===== src/rtl/fifo_pkg.sv =====
// Shared async-FIFO definitions: default geometry and Gray/binary pointer helpers.
// Used by both the read-side controller and the write-side full logic.
package fifo_pkg;

  localparam int unsigned DSIZE   = 36;
  localparam int unsigned ASIZE   = 3;
  // Helpers work on a fixed wide vector; callers zero-extend and truncate to their pointer width.
  localparam int unsigned PTR_MAX = 16;

  // Binary to reflected Gray code.
  function automatic logic [PTR_MAX-1:0] bin2gray(input logic [PTR_MAX-1:0] b);
    return b ^ (b >> 1);
  endfunction

  // Reflected Gray code to binary (prefix XOR from the MSB down).
  function automatic logic [PTR_MAX-1:0] gray2bin(input logic [PTR_MAX-1:0] g);
    logic [PTR_MAX-1:0] b;
    b[PTR_MAX-1] = g[PTR_MAX-1];
    for (int i = int'(PTR_MAX) - 2; i >= 0; i--) begin
      b[i] = b[i+1] ^ g[i];
    end
    return b;
  endfunction

endpackage


===== src/rtl/sync_ff.sv =====
// Multi-flop synchroniser for Gray-coded pointers crossing clock domains.
module sync_ff #(
  parameter int unsigned WIDTH  = 4,
  parameter int unsigned STAGES = 2
) (
  input  logic             clk,
  input  logic             rst_n,
  input  logic [WIDTH-1:0] d,
  output logic [WIDTH-1:0] q
);

  logic [STAGES-1:0][WIDTH-1:0] stage;

  // Plain shift chain, no logic between stages.
  always_ff @(posedge clk or negedge rst_n) begin
    if (!rst_n) begin
      stage <= '0;
    end else begin
      stage[0] <= d;
      for (int i = 1; i < int'(STAGES); i++) begin
        stage[i] <= stage[i-1];
      end
    end
  end

  assign q = stage[STAGES-1];

endmodule


===== src/rtl/fifo_rd_ctrl.sv =====
// Read-side controller for the async FIFO: read pointer, synchronised write
// pointer, registered empty flag and a valid/ready output register.
// Optional build macro FIFO_RD_LEVEL_EN adds a registered fill-level output rlevel.
module fifo_rd_ctrl
  import fifo_pkg::*;
#(
  parameter int unsigned DSIZE       = fifo_pkg::DSIZE,
  parameter int unsigned ASIZE       = fifo_pkg::ASIZE,
  parameter int unsigned SYNC_STAGES = 2
) (
  input  logic             rclk,
  input  logic             rrst_n,
  input  logic [ASIZE:0]   wptr_gray,
  output logic [ASIZE-1:0] raddr,
  input  logic [DSIZE-1:0] rdata_mem,
  output logic [ASIZE:0]   rptr_gray,
  output logic             rempty,
  output logic [DSIZE-1:0] dout,
  output logic             dout_valid,
  input  logic             dout_ready
`ifdef FIFO_RD_LEVEL_EN
  ,
  output logic [ASIZE:0]   rlevel
`endif
);

  localparam int unsigned PW = ASIZE + 1;

  if (SYNC_STAGES < 2 || SYNC_STAGES > 4) begin : g_bad_sync
    $error("fifo_rd_ctrl: SYNC_STAGES must be 2..4");
  end

  logic [PW-1:0] rbin;
  logic [PW-1:0] rbinnext;
  logic [PW-1:0] rgraynext;
  logic [PW-1:0] rq_wptr;
  logic          pop;

  // Bring the write-domain Gray pointer into rclk.
  sync_ff #(
    .WIDTH  (PW),
    .STAGES (SYNC_STAGES)
  ) u_wptr_sync (
    .clk   (rclk),
    .rst_n (rrst_n),
    .d     (wptr_gray),
    .q     (rq_wptr)
  );

  // Pop whenever a word is available and the output register is free or draining.
  always_comb begin
    pop       = !rempty && (!dout_valid || dout_ready);
    rbinnext  = rbin + PW'(pop);
    rgraynext = PW'(bin2gray(PTR_MAX'(rbinnext)));
  end

  assign raddr = rbin[ASIZE-1:0];

  // Pointer and empty flag; empty is computed from the next pointer so it rises on the last pop.
  always_ff @(posedge rclk or negedge rrst_n) begin
    if (!rrst_n) begin
      rbin      <= '0;
      rptr_gray <= '0;
      rempty    <= 1'b1;
    end else begin
      rbin      <= rbinnext;
      rptr_gray <= rgraynext;
      rempty    <= (rgraynext == rq_wptr);
    end
  end

  // Output register: load on pop, drop valid once the held word is accepted.
  always_ff @(posedge rclk or negedge rrst_n) begin
    if (!rrst_n) begin
      dout       <= '0;
      dout_valid <= 1'b0;
    end else if (pop) begin
      dout       <= rdata_mem;
      dout_valid <= 1'b1;
    end else if (dout_ready) begin
      dout_valid <= 1'b0;
    end
  end

`ifdef FIFO_RD_LEVEL_EN
  logic [PW-1:0] wbin_sync;

  assign wbin_sync = PW'(gray2bin(PTR_MAX'(rq_wptr)));

  // Words still in memory, as seen through the synchroniser; excludes the word in dout.
  always_ff @(posedge rclk or negedge rrst_n) begin
    if (!rrst_n) begin
      rlevel <= '0;
    end else begin
      rlevel <= wbin_sync - rbinnext;
    end
  end
`endif

endmodule


===== config.mk =====
export PLATFORM = sky130hd
export DESIGN_NAME = fifo_rd_ctrl
export DESIGN_NICKNAME = d
export VERILOG_FILES = /design/src/rtl/fifo_pkg.sv /design/src/rtl/sync_ff.sv /design/src/rtl/fifo_rd_ctrl.sv
export SDC_FILE = /design/constraint.sdc
export NUM_CORES = 1
export LEC_CHECK = 0
export ABC_CLOCK_PERIOD_IN_PS = 3250
export CORE_AREA = 2 2 72 74
export DETAILED_ROUTE_END_ITERATION = 10
export DIE_AREA = 0 0 74 76
export PLACE_DENSITY = 0.89
export RECOVER_POWER = 25
export REMOVE_ABC_BUFFERS = 1
export SLEW_MARGIN = 20
export SYNTH_ARGS = -nofsm -noshare
export SYNTH_HDL_FRONTEND = slang
export SYNTH_HIERARCHICAL = 1
export SYNTH_SLANG_ARGS = --single-unit

===== constraint.sdc =====
create_clock -name rclk -period 3.25 [get_ports rclk]
set_clock_uncertainty 0.15 [all_clocks]
set_input_delay 0.325 -clock rclk [delete_from_list [all_inputs] [get_ports rclk]]
set_output_delay 0.325 -clock rclk [all_outputs]
set_load 0.02 [all_outputs]

==> impl_metrics.env <==
export IMPL_comb_power_share_pct=50.4
export IMPL_via_per_inst=4.487
export IMPL_fin_ws_ns=0.8681
export IMPL_p_seq_share_pct=36.8
export IMPL_ant_nets=0
export IMPL_worst_slew_pin_slew_ns=1.816
export IMPL_drive_above_1_share_pct=22.22
export IMPL_gr_usage_all_layers_pct=15.00
export IMPL_port_buffers=87
export IMPL_ys_types=16
export IMPL_drv_slew=34
export IMPL_gp_congestion=0.7230
export IMPL_dpl_instance_area_um2=2868
export IMPL_violations="capacitance limit, slew limit"
export IMPL_hp_class="reg -> reg"
export IMPL_final_area_um2=2955
export IMPL_maxCapViolations=1
export IMPL_antenna_cells=0
export IMPL_cts_num_sinks=53
export IMPL_seq_area_um2=1328
export IMPL_async_flop_share_pct=100.0
export IMPL_max_freq_ghz=0.4198
export IMPL_cts_tree="done"
export IMPL_path_class="in -> async"
export IMPL_drtIter0Drc=56
export IMPL_path_clk_slew_ns=0.10
export IMPL_cts_path_max_buffers=2
export IMPL_routed_wl_um=3952
export IMPL_setup_worst_path_end_class="asynchronous set/reset pin"
export IMPL_design_die_area_um2=5624
export IMPL_synth_edf_count=0
export IMPL_die_w_um=74
export IMPL_grt_pass1_vias=1332
export IMPL_synth_cells=116
export IMPL_synth_area_um2=1944
export IMPL_yosysWarnings=6
export IMPL_firstDrtPassIters=4
export IMPL_ys_top_cells_by_area="dfrtp_1, mux2_2, xor2_1"
export IMPL_ir_worst_vdd_v=0.0004102
export IMPL_p_leak_nw=1.229
export IMPL_netSwitchingPower_mw=1.053
export IMPL_synth_ff_type="dfrtp_1"
export IMPL_hold_viol_final=0
export IMPL_p_clk_share_pct=12.8
export IMPL_slew_headroom_pct=-21.09
export IMPL_yosys_area_top_type_share_pct=66.92
export IMPL_wl_per_cell_um=14.27
export IMPL_dp_hpwl_um=2878
export IMPL_vias=1243
export IMPL_startpoint_type="primary input"
export IMPL_switching_share_pct=36.21
export IMPL_syn_avg_cell_area_um2=16.76
export IMPL_cts_made_buffers=5
export IMPL_core_area_um2=4912
export IMPL_ios=88
export IMPL_reg2reg_depth=7
export IMPL_synth_common_cells="dfrtp_1, mux2_2, xor2_1"
export IMPL_nets=251
export IMPL_htree_levels=2
export IMPL_fp_row_count=26
export IMPL_overflow=0
export IMPL_area_growth_pct=51.99
export IMPL_grt_first_pass_wirelength_um=6396
export IMPL_path_max_fanout=33
export IMPL_setup_violations=0
export IMPL_fin_crit_sh_pct=73.29
export IMPL_ctsRootBufferMaster="clkbuf_8"
export IMPL_die_h_um=76
export IMPL_synth_seq_cells=53
export IMPL_crit_required_ns=3.53
export IMPL_fin_crit_ns=2.382
export IMPL_synth_top_cell_by_area="dfrtp_1"
export IMPL_min_path_cells=0
export IMPL_grt_max_degree=37
export IMPL_utilization_pct=60.16
export IMPL_power_per_cell_area_nw_per_um2=983.9
export IMPL_start_util_pct=39.58
export IMPL_rsz0062_at_grt="no"
export IMPL_synth_most_common_cell="dfrtp_1"
export IMPL_intPower_mw=1.855
export IMPL_ys_seq_area_share_pct=68.28
export IMPL_dpl_worst_slack_ns=0.6383
export IMPL_antenna_found_initial=0
export IMPL_fillers=382
export IMPL_cp_arrival_ns=2.67
export IMPL_status="finished with violations"
export IMPL_tns_ns=0
export IMPL_multi_input_area_um2=553.0
export IMPL_worstSkewPairLatency_ns=0.30
export IMPL_drc=0
layout by cell type, fill, tap and decap left out, types with 2 or more instances in the layout:
cell type and n:
buf_4 2, dfrtp_1 52, dlygate4sd3_1 5, mux2_2 35, clkdlybuf4s50_1 82, nand3_1 3, or3_1 2, clkbuf_8 5
xor2_1 6, ha_1 2, inv_1 2
final cells by class:
cell class	instances	share of cell area [%]
Clock buffer	5	2.329
Sequential cell	53	44.92
Multi-Input combinational cell	54	18.71
Inverter	2	0.2540
Clock inverter	3	0.7197
Timing Repair Buffer	90	30.10
Tap cell	70	2.964
cells by family after synthesis:
family	count (synthesis)	synth area share, %
fa+ha+maj	2	1.287
xor+xnor	8	3.990
simple gates	5	1.415
compound gates	3	1.480
mux	36	20.85
buf+inv	9	2.703
flops	53	68.28
flip-flops by register name (all words and copies together) (netlist names):
| signal | count |
|---|---|
| rptr_gray | 3 |
| dout | 36 |
| dout_valid | 1 |
| rempty | 1 |
| u_wptr_sync/q | 4 |
| u_wptr_sync/stage | 4 |
| rbin | 4 |
worst paths after layout:
kind	startpoint	end	slack [ns]
min in group asynchronous	rrst_n	dout_valid$_DFFE_PN0P_	0.91
hold reg to reg	u_wptr_sync/stage[2]$_DFF_PN0_	u_wptr_sync/q[2]$_DFF_PN0_	0.20
setup reg to reg	rempty$_DFF_PN1_	rempty$_DFF_PN1_	0.95
max in group rclk	dout_ready	rempty$_DFF_PN1_	0.89
hold / removal	u_wptr_sync/stage[2]$_DFF_PN0_	u_wptr_sync/q[2]$_DFF_PN0_	0.20
setup / recovery	rrst_n	rempty$_DFF_PN1_	0.87
metrics by stage:
stage | hold WS, ns | cells | total power, mW
floorplan | -0.1206 | 109 | 1.867
global placement | 0.1821 | 268 | 2.530
detailed placement | 0.1870 | 268 | 2.582
CTS | 0.2023 | 277 | 2.957
global route | 0.2124 | 277 | 3.077
finish | 0.2026 | 277 | 2.908
critical path, stage by stage:
cell and delay [ns]:
dlygate4sd3_1 0.54, clkbuf_1 1.31, buf_4 0.48
routing by layer:
| metal | wire (µm) | share of wire [%] | vias to the layer above | track usage, % |
|---|---|---|---|---|
| li1 | - | - | 570 | - |
| met1 | 1666 | 42 | 610 | 17.71 |
| met2 | 1911 | 48 | 55 | 25.18 |
| met3 | 316 | 8.0 | 8 | 5.159 |
| met4 | 58 | 1.5 | 0 | 4.909 |
| met5 | 0 | 0 | - | 0 |
power groups by stage:
| stage | Sequential, mW | Combinational [mW] | Clock, mW |
|---|---|---|---|
| finish | 1.07 | 1.47 | 0.372 |
| CTS | 1.08 | 1.49 | 0.387 |
| detailed placement | 1.10 | 1.49 | 0 |
| global placement | 1.08 | 1.45 | 0 |
| floorplan | 1.41 | 0.453 | 0 |
| global route | 1.11 | 1.55 | 0.415 |
timing repair:
item / 4_1_cts / 5_1_grt
resized for setup: 0 / 0
hold buffers: 1 / 0
endpoints found under the hold margin: 32 / 0
setup endpoints to repair: 0 / 0
buffers inserted: 0 / 0
No activity file was read; power rests on OpenSTA's default activity.
